===== config.mk =====
export PLATFORM = sky130hd
export DESIGN_NAME = downsampler_flat
export DESIGN_NICKNAME = d
export VERILOG_FILES = /design/src/rtl/downsampler_pkg.sv /design/src/rtl/downsampler_if.sv /design/src/rtl/sym_mac.sv /design/src/rtl/downsampler.sv /design/src/flat_wrapper.sv
export SDC_FILE = /design/constraint.sdc
export NUM_CORES = 2
export LEC_CHECK = 0
export BUFFER_PORTS_ARGS = -buffer_cell sky130_fd_sc_hd__buf_2
export CORE_UTILIZATION = 25
export DETAILED_ROUTE_END_ITERATION = 8
export PLACE_DENSITY = 0.49
export SLEW_MARGIN = 40
export SYNTH_ARGS = -nofsm -noshare
export SYNTH_HDL_FRONTEND = slang
export SYNTH_SLANG_ARGS = --single-unit

===== constraint.sdc =====
create_clock -name clk -period 15.42 [get_ports clk]
set_input_delay 3.084 -clock clk [delete_from_list [all_inputs] [get_ports clk]]
set_output_delay 3.084 -clock clk [all_outputs]
set_load 0.02 [all_outputs]

===== src/rtl/downsampler_pkg.sv =====
// Shared constants for the matched polyphase filter pair (downsampler/upsampler).
// Holds the tap count, the 10 unique coefficients of the 20-tap symmetric
// root/low-pass filter (1s17), datapath widths, output slice positions, the
// FSM state encodings and the accumulator-to-output saturation helper.
package downsampler_pkg;

    localparam int N_TAPS    = 20;
    localparam int HALF_TAPS = N_TAPS / 2;
    localparam int SAMPLE_W  = 18;
    localparam int PRE_W     = 19;
    localparam int PROD_W    = 37;
    localparam int ACC_W     = 40;
    localparam int OUT_HI    = 34;
    localparam int OUT_LO    = 17;

    localparam logic [3:0] LAST_K = 4'd9;

    // Unique half of the symmetric impulse response; b[19-k] = b[k].
    localparam logic signed [SAMPLE_W-1:0] COEF [0:HALF_TAPS-1] = '{
        18'sd599,   18'sd764,   -18'sd30,   -18'sd2078, -18'sd4101,
        -18'sd3432, 18'sd2323,  18'sd13046, 18'sd25177, 18'sd33269
    };

    localparam logic [1:0] ST_IDLE = 2'd0;
    localparam logic [1:0] ST_LOAD = 2'd1;
    localparam logic [1:0] ST_MAC  = 2'd2;
    localparam logic [1:0] ST_DONE = 2'd3;

    // Floor-truncate acc to 1s17; clamp when the bits above the slice disagree with the sign.
    function automatic logic signed [SAMPLE_W-1:0] sat_acc(input logic signed [ACC_W-1:0] a);
        logic signed [SAMPLE_W-1:0] r;
        if (a[ACC_W-1:OUT_HI] == {(ACC_W-OUT_HI){a[ACC_W-1]}}) begin
            r = a[OUT_HI:OUT_LO];
        end else if (a[ACC_W-1]) begin
            r = 18'sh20000;
        end else begin
            r = 18'sh1FFFF;
        end
        return r;
    endfunction

endpackage


===== src/rtl/downsampler_if.sv =====
// Sample/symbol interface of the downsampler.
// master: drives strobes and x_in, observes the filtered output.
// slave : the filter itself.
interface downsampler_if;
    import downsampler_pkg::*;

    logic                       sam_clk_ena;
    logic                       sym_clk_ena;
    logic signed [SAMPLE_W-1:0] x_in;
    logic signed [SAMPLE_W-1:0] y;
    logic                       y_valid;
    logic                       busy;
    logic                       overrun_err;

    modport master (
        output sam_clk_ena, sym_clk_ena, x_in,
        input  y, y_valid, busy, overrun_err
    );

    modport slave (
        input  sam_clk_ena, sym_clk_ena, x_in,
        output y, y_valid, busy, overrun_err
    );

endinterface


===== src/rtl/sym_mac.sv =====
// Folded pre-add / multiply / accumulate datapath of the decimating filter.
// Ports: clk, reset (sync, active-high); clear zeroes acc; enable adds one
// tap term coef*(s_a+s_b); y_sat is the saturated 1s17 value the accumulator
// will hold after the current term, so the caller can latch the result on
// the last tap without an extra cycle.
module sym_mac
    import downsampler_pkg::*;
(
    input  logic                       clk,
    input  logic                       reset,
    input  logic                       clear,
    input  logic                       enable,
    input  logic signed [SAMPLE_W-1:0] s_a,
    input  logic signed [SAMPLE_W-1:0] s_b,
    input  logic signed [SAMPLE_W-1:0] coef,
    output logic signed [SAMPLE_W-1:0] y_sat
);

    logic signed [PRE_W-1:0]  pre_s;
    logic signed [PROD_W-1:0] prod_s;
    logic signed [ACC_W-1:0]  acc_next_s;
    logic signed [ACC_W-1:0]  acc_r;

    // Pre-add of the symmetric pair, product and running sum.
    always_comb begin
        pre_s      = {s_a[SAMPLE_W-1], s_a} + {s_b[SAMPLE_W-1], s_b};
        prod_s     = $signed({{(PROD_W-PRE_W){pre_s[PRE_W-1]}}, pre_s})
                   * $signed({{(PROD_W-SAMPLE_W){coef[SAMPLE_W-1]}}, coef});
        acc_next_s = acc_r + {{(ACC_W-PROD_W){prod_s[PROD_W-1]}}, prod_s};
        y_sat      = sat_acc(acc_next_s);
    end

    // Accumulator register.
    always_ff @(posedge clk) begin
        if (reset) begin
            acc_r <= 40'sd0;
        end else if (clear) begin
            acc_r <= 40'sd0;
        end else if (enable) begin
            acc_r <= acc_next_s;
        end
    end

endmodule


===== src/rtl/downsampler.sv =====
// Receive-side 4:1 polyphase decimating matched filter.
// Ports: clk, reset (sync, active-high), bus (downsampler_if.slave):
//   sam_clk_ena/x_in shift a sample into the 20-deep window, sym_clk_ena
//   starts one output; y/y_valid deliver it 12 clocks later, busy covers the
//   computation, overrun_err is sticky for triggers that arrive while busy.
module downsampler
    import downsampler_pkg::*;
(
    input  logic         clk,
    input  logic         reset,
    downsampler_if.slave bus
);

    logic signed [SAMPLE_W-1:0] window_r [0:N_TAPS-1];
    logic signed [SAMPLE_W-1:0] snap_r   [0:N_TAPS-1];
    logic [1:0]                 state_r;
    logic [1:0]                 state_next_s;
    logic [3:0]                 k_r;
    logic [4:0]                 idx_lo_s;
    logic [4:0]                 idx_hi_s;
    logic                       last_tap_s;
    logic signed [SAMPLE_W-1:0] y_sat_s;
    logic signed [SAMPLE_W-1:0] y_r;
    logic                       y_valid_r;
    logic                       busy_r;
    logic                       overrun_r;

    assign last_tap_s = (state_r == ST_MAC) && (k_r == LAST_K);
    assign idx_lo_s   = {1'b0, k_r};
    assign idx_hi_s   = 5'd19 - idx_lo_s;

    // Next-state decode of the control FSM.
    always_comb begin
        state_next_s = state_r;
        case (state_r)
            ST_IDLE: begin
                if (bus.sym_clk_ena) begin
                    state_next_s = ST_LOAD;
                end else begin
                    state_next_s = ST_IDLE;
                end
            end
            ST_LOAD: state_next_s = ST_MAC;
            ST_MAC: begin
                if (last_tap_s) begin
                    state_next_s = ST_DONE;
                end else begin
                    state_next_s = ST_MAC;
                end
            end
            ST_DONE: state_next_s = ST_IDLE;
            default: state_next_s = ST_IDLE;
        endcase
    end

    // Sample window: newest sample at index 0, keeps shifting during MAC.
    always_ff @(posedge clk) begin
        if (reset) begin
            for (int i = 0; i < N_TAPS; i++) window_r[i] <= 18'sd0;
        end else if (bus.sam_clk_ena) begin
            window_r[0] <= bus.x_in;
            for (int i = 1; i < N_TAPS; i++) window_r[i] <= window_r[i-1];
        end
    end

    // Snapshot taken in LOAD; it already contains a sample coincident with the trigger.
    always_ff @(posedge clk) begin
        if (reset) begin
            for (int i = 0; i < N_TAPS; i++) snap_r[i] <= 18'sd0;
        end else if (state_r == ST_LOAD) begin
            for (int i = 0; i < N_TAPS; i++) snap_r[i] <= window_r[i];
        end
    end

    // FSM state and tap index.
    always_ff @(posedge clk) begin
        if (reset) begin
            state_r <= ST_IDLE;
            k_r     <= 4'd0;
        end else begin
            state_r <= state_next_s;
            if (state_r == ST_LOAD) begin
                k_r <= 4'd0;
            end else if (state_r == ST_MAC) begin
                k_r <= k_r + 4'd1;
            end
        end
    end

    // Registered outputs; y is latched on the last tap so it and y_valid appear together in DONE.
    always_ff @(posedge clk) begin
        if (reset) begin
            y_r       <= 18'sd0;
            y_valid_r <= 1'b0;
            busy_r    <= 1'b0;
            overrun_r <= 1'b0;
        end else begin
            if (last_tap_s) begin
                y_r <= y_sat_s;
            end
            y_valid_r <= last_tap_s;
            busy_r    <= (state_next_s != ST_IDLE);
            if (bus.sym_clk_ena && (state_r != ST_IDLE)) begin
                overrun_r <= 1'b1;
            end
        end
    end

    sym_mac u_mac (
        .clk    (clk),
        .reset  (reset),
        .clear  (state_r == ST_LOAD),
        .enable (state_r == ST_MAC),
        .s_a    (snap_r[idx_lo_s]),
        .s_b    (snap_r[idx_hi_s]),
        .coef   (COEF[k_r]),
        .y_sat  (y_sat_s)
    );

    assign bus.y           = y_r;
    assign bus.y_valid     = y_valid_r;
    assign bus.busy        = busy_r;
    assign bus.overrun_err = overrun_r;

endmodule

===== src/flat_wrapper.sv =====
// flat-port wrapper written by rule: the top's interface ports become plain ports
module downsampler_flat import downsampler_pkg::*;
  (clk, reset, bus_sam_clk_ena, bus_sym_clk_ena, bus_x_in, bus_y, bus_y_valid, bus_busy, bus_overrun_err);
  downsampler_if bus_i ();
  input  logic clk;
  input  logic reset;
  input wire logic [$bits(bus_i.sam_clk_ena)-1:0] bus_sam_clk_ena;
  input wire logic [$bits(bus_i.sym_clk_ena)-1:0] bus_sym_clk_ena;
  input wire logic [$bits(bus_i.x_in)-1:0] bus_x_in;
  output wire logic [$bits(bus_i.y)-1:0] bus_y;
  output wire logic [$bits(bus_i.y_valid)-1:0] bus_y_valid;
  output wire logic [$bits(bus_i.busy)-1:0] bus_busy;
  output wire logic [$bits(bus_i.overrun_err)-1:0] bus_overrun_err;
  assign bus_i.sam_clk_ena = bus_sam_clk_ena;
  assign bus_i.sym_clk_ena = bus_sym_clk_ena;
  assign bus_i.x_in = bus_x_in;
  assign bus_y = bus_i.y;
  assign bus_y_valid = bus_i.y_valid;
  assign bus_busy = bus_i.busy;
  assign bus_overrun_err = bus_i.overrun_err;
  downsampler u_core (.clk(clk), .reset(reset), .bus(bus_i));
endmodule

==> results.py <==
metrics = {
    "route": {
        "drc": 0,
        "wl_um": 117000,
        "drt-initial-drc-count": 2102,
        "wl_per_cell_um": 17.5,
        "vias": 29029,
        "vias_per_cell": 4.34,
        "drtPass1Iterations": 7,
        "ant_nets": 0,
    },
    "critical_path": {
        "r2r-start": "u_core.k_r[3]$_SDFFE_PP0P_",
        "cp_data_required_time_ns": 16.02,
        "critPathCapture": "u_core.bus.y[16]$_SDFFE_PP0P_",
        "critPathKind": "reg -> reg",
        "cp_slowest_stage_delay_ns": 0.60,
        "crit_family": "compound AO/OA/AOI/OAI gates",
        "cp_num_cells": 51,
        "r2r_slack_ns": 1.08,
        "cp_num_buf_inv": 7,
        "crit_path_max_fanout": 22,
        "crit_start": "u_core.k_r[3]$_SDFFE_PP0P_",
        "crit_slowest_cell": "dfxtp_2",
        "critPathArrivalTime_ns": 14.94,
        "rr_worst_depth": 51,
        "reg2reg_to": "u_core.bus.y[16]$_SDFFE_PP0P_",
        "cp-start-kind": "flop",
        "end_kind": "flop",
    },
    "synthesis": {
        "synth_flop_cell": "edfxtp_1",
        "syn_area_sq_um": 49400,
        "synth_fp_nets": 4523,
        "synth-seq-area-share_pct": 46.7,
        "synth_cells": 3996,
        "async_flop_share_pct": 0,
        "synth-seq-cells": 791,
        "synth_cell_types": 74,
        "synth_warnings": 0,
        "synth_edf_count": 720,
        "syn_avg_cell_area_sq_um": 12.4,
    },
    "timing": {
        "setup_viol": 0,
        "setup_tns_ns": 0,
        "min_period_over_period_pct": 93.0,
        "slew_viol_final": 0,
        "worst_pin_slew_ns": 0.855,
        "setup_slack_ns": 1.08,
        "grt_setup_unrepaired": "false",
        "clock_skew_ns": 0.0278,
        "slew_headroom_pct": 43.0,
        "period_minus_slack_ns": 14.34,
        "max_freq_mhz": 69.7,
        "report.final.hold_viol_count": 0,
    },
    "grt": {
        "grt-busiest-layer": "met2",
        "grt_pass1_wl_um": 184000,
        "met2_usage_pct": 18.5,
        "use_met3_pct": 1.80,
        "grt_max_degree": 136,
        "grtUsageTotal_pct": 11.9,
        "overflow": 0,
        "grt_pass1_vias": 29795,
        "antenna_found_initial": 1,
        "met1_usage_pct": 17.2,
    },
    "cts": {
        "cts-buffers-inserted": 85,
        "clock-sinks": 791,
        "cts-root-buf": "clkbuf_16",
        "cts_max_level": 3,
        "post_cts_resized": 0,
        "clk_pin_slew_ns": 0.06,
        "clk_latency_ns": 0.70,
        "post-cts-setup-buffer-count": 0,
        "holdBufCountCts": 0,
        "clockBufferDepth": 3,
        "cts_tree": "yes",
    },
    "floorplan": {
        "die_w_um": 446,
        "initial_utilization_pct": 25.2,
        "die_y_um": 446,
        "core-area_sq_um": 196000,
        "io_pins": 43,
        "dieArea_sq_um": 199000,
        "rows": 162,
    },
    "cells_and_area": {
        "drive_gt1_share_pct": 11.9,
        "instances_no_fill": 6695,
        "fillCellCount": 20142,
        "area_growth_pct": 12.9,
        "fin_area_sq_um": 55700,
        "layout_common_cells": "720 x edfxtp_1, 669 x and2_1, 426 x inv_1",
        "nets": 4534,
        "layout_commonest_cell": "edfxtp_1",
    },
    "job": {
        "cap_violations": 0,
    },
    "placement": {
        "postPlaceCellArea_sq_um": 53000,
        "gp_routability_congestion": 0.844,
        "dp_hpwl_um": 80700,
        "placedCellCount": 6542,
        "port_buffers": 42,
        "place_ws_ns": 0.599,
    },
    "min_path": {
        "hold_start": "u_core.bus.y[17]$_SDFFE_PP0P_",
        "hold_path.class": "reg -> reg",
        "hold_depth": 2,
    },
    "outcome": {
        "status": "finished clean",
    },
}
-- worst min-delay path by stage --
stage / slack, ns / endpoint
floorplan: 0.45 / u_core.u_mac.acc_r[35]$_SDFFE_PP0P_
global placement: 0.45 / u_core.bus.overrun_err$_SDFFE_PP0P_
detailed placement: 0.45 / u_core.bus.overrun_err$_SDFFE_PP0P_
CTS: 0.46 / u_core.bus.y[17]$_SDFFE_PP0P_
global route: 0.48 / u_core.bus.y[17]$_SDFFE_PP0P_
finish: 0.45 / u_core.bus.y[17]$_SDFFE_PP0P_
-- per-layer routing --
layer	wire [um]	share of wire, %
met1	56900	49
met2	52800	45
met3	4880	4.2
met4	2410	2.1
met5	0	0
-- logic make-up after synthesis --
group / after synthesis / share of synthesized area, %
xor+xnor: 112 / 2.06
simple gates: 1381 / 14.8
flops: 791 / 46.7
fa+ha+maj: 505 / 18.0
buf+inv: 622 / 4.78
compound gates: 347 / 4.78
mux: 238 / 8.97
-- flip-flops by register name (all words and copies together) (netlist names), 2 cells and up, named ones only --
register            count
u_core.snap_r         360
u_core.u_mac.acc_r     40
u_core.state_r          2
u_core.window_r       360
u_core.bus.y           18
u_core.k_r              4
-- cell type report --
cell class / instances / area [sq um] / area share, %
flip-flops and latches: 791 / 23100 / 41.4
diodes: 1 / 2.50 / 0.00449
inverters: 429 / 1610 / 2.89
well taps: 2624 / 3280 / 5.89
clock inverters: 34 / 370 / 0.665
clock buffers: 116 / 2300 / 4.13
repair buffers: 117 / 967 / 1.74
multi-input cells: 2583 / 24100 / 43.3
-- tightest hold or removal path: stages (launching register included) --
cell	delay [ns]
dfxtp_1	0.31
nand2_1	0.05
a21oi_1	0.05
-- per-stage QoR --
stage	utilization, %	hold WS, ns
6_report	28.5	0.454
5_1_grt	28.5	0.484
3_3_place_gp	27.0	0.449
3_5_place_dp	27.1	0.454
4_1_cts	28.5	0.462
2_1_floorplan	-	0.450
-- synth_stat cells, drive strengths merged, types with 3 or more instances --
| library cell | instances | area share, % |
|---|---|---|
| a211oi | 33 | 0.61 |
| a21boi | 3 | 0.046 |
| a21o | 31 | 0.47 |
| a21oi | 107 | 1.1 |
| a221oi | 4 | 0.084 |
| a311oi | 3 | 0.053 |
| a31o | 5 | 0.089 |
| a31oi | 9 | 0.14 |
| and2 | 669 | 8.5 |
| and3 | 7 | 0.099 |
| buf | 38 | 0.34 |
| clkbuf | 155 | 1.2 |
| dfxtp | 71 | 2.9 |
| edfxtp | 720 | 44 |
| fa | 339 | 14 |
| ha | 166 | 4.2 |
| inv | 428 | 3.3 |
| mux2 | 16 | 0.36 |
| mux2i | 60 | 1.2 |
| mux4 | 162 | 7.4 |
| nand2 | 240 | 1.9 |
| nand2b | 24 | 0.30 |
| nand3 | 18 | 0.18 |
| nand4 | 9 | 0.11 |
| nor2 | 303 | 2.3 |
| nor2b | 65 | 0.82 |
| nor3 | 14 | 0.14 |
| nor4 | 6 | 0.076 |
| o211ai | 5 | 0.076 |
| o21a | 14 | 0.21 |
| o21ai | 54 | 0.56 |
| o21bai | 15 | 0.25 |
| o221ai | 14 | 0.25 |
| o22ai | 13 | 0.16 |
| o31a | 4 | 0.071 |
| o31ai | 19 | 0.34 |
| or2 | 9 | 0.11 |
| or3 | 7 | 0.11 |
| xnor2 | 81 | 1.5 |
| xor2 | 30 | 0.53 |
Power is left out: the tool's default activity adds up to more than one toggle a clock period on the data nets, which glitch-free logic cannot reach.
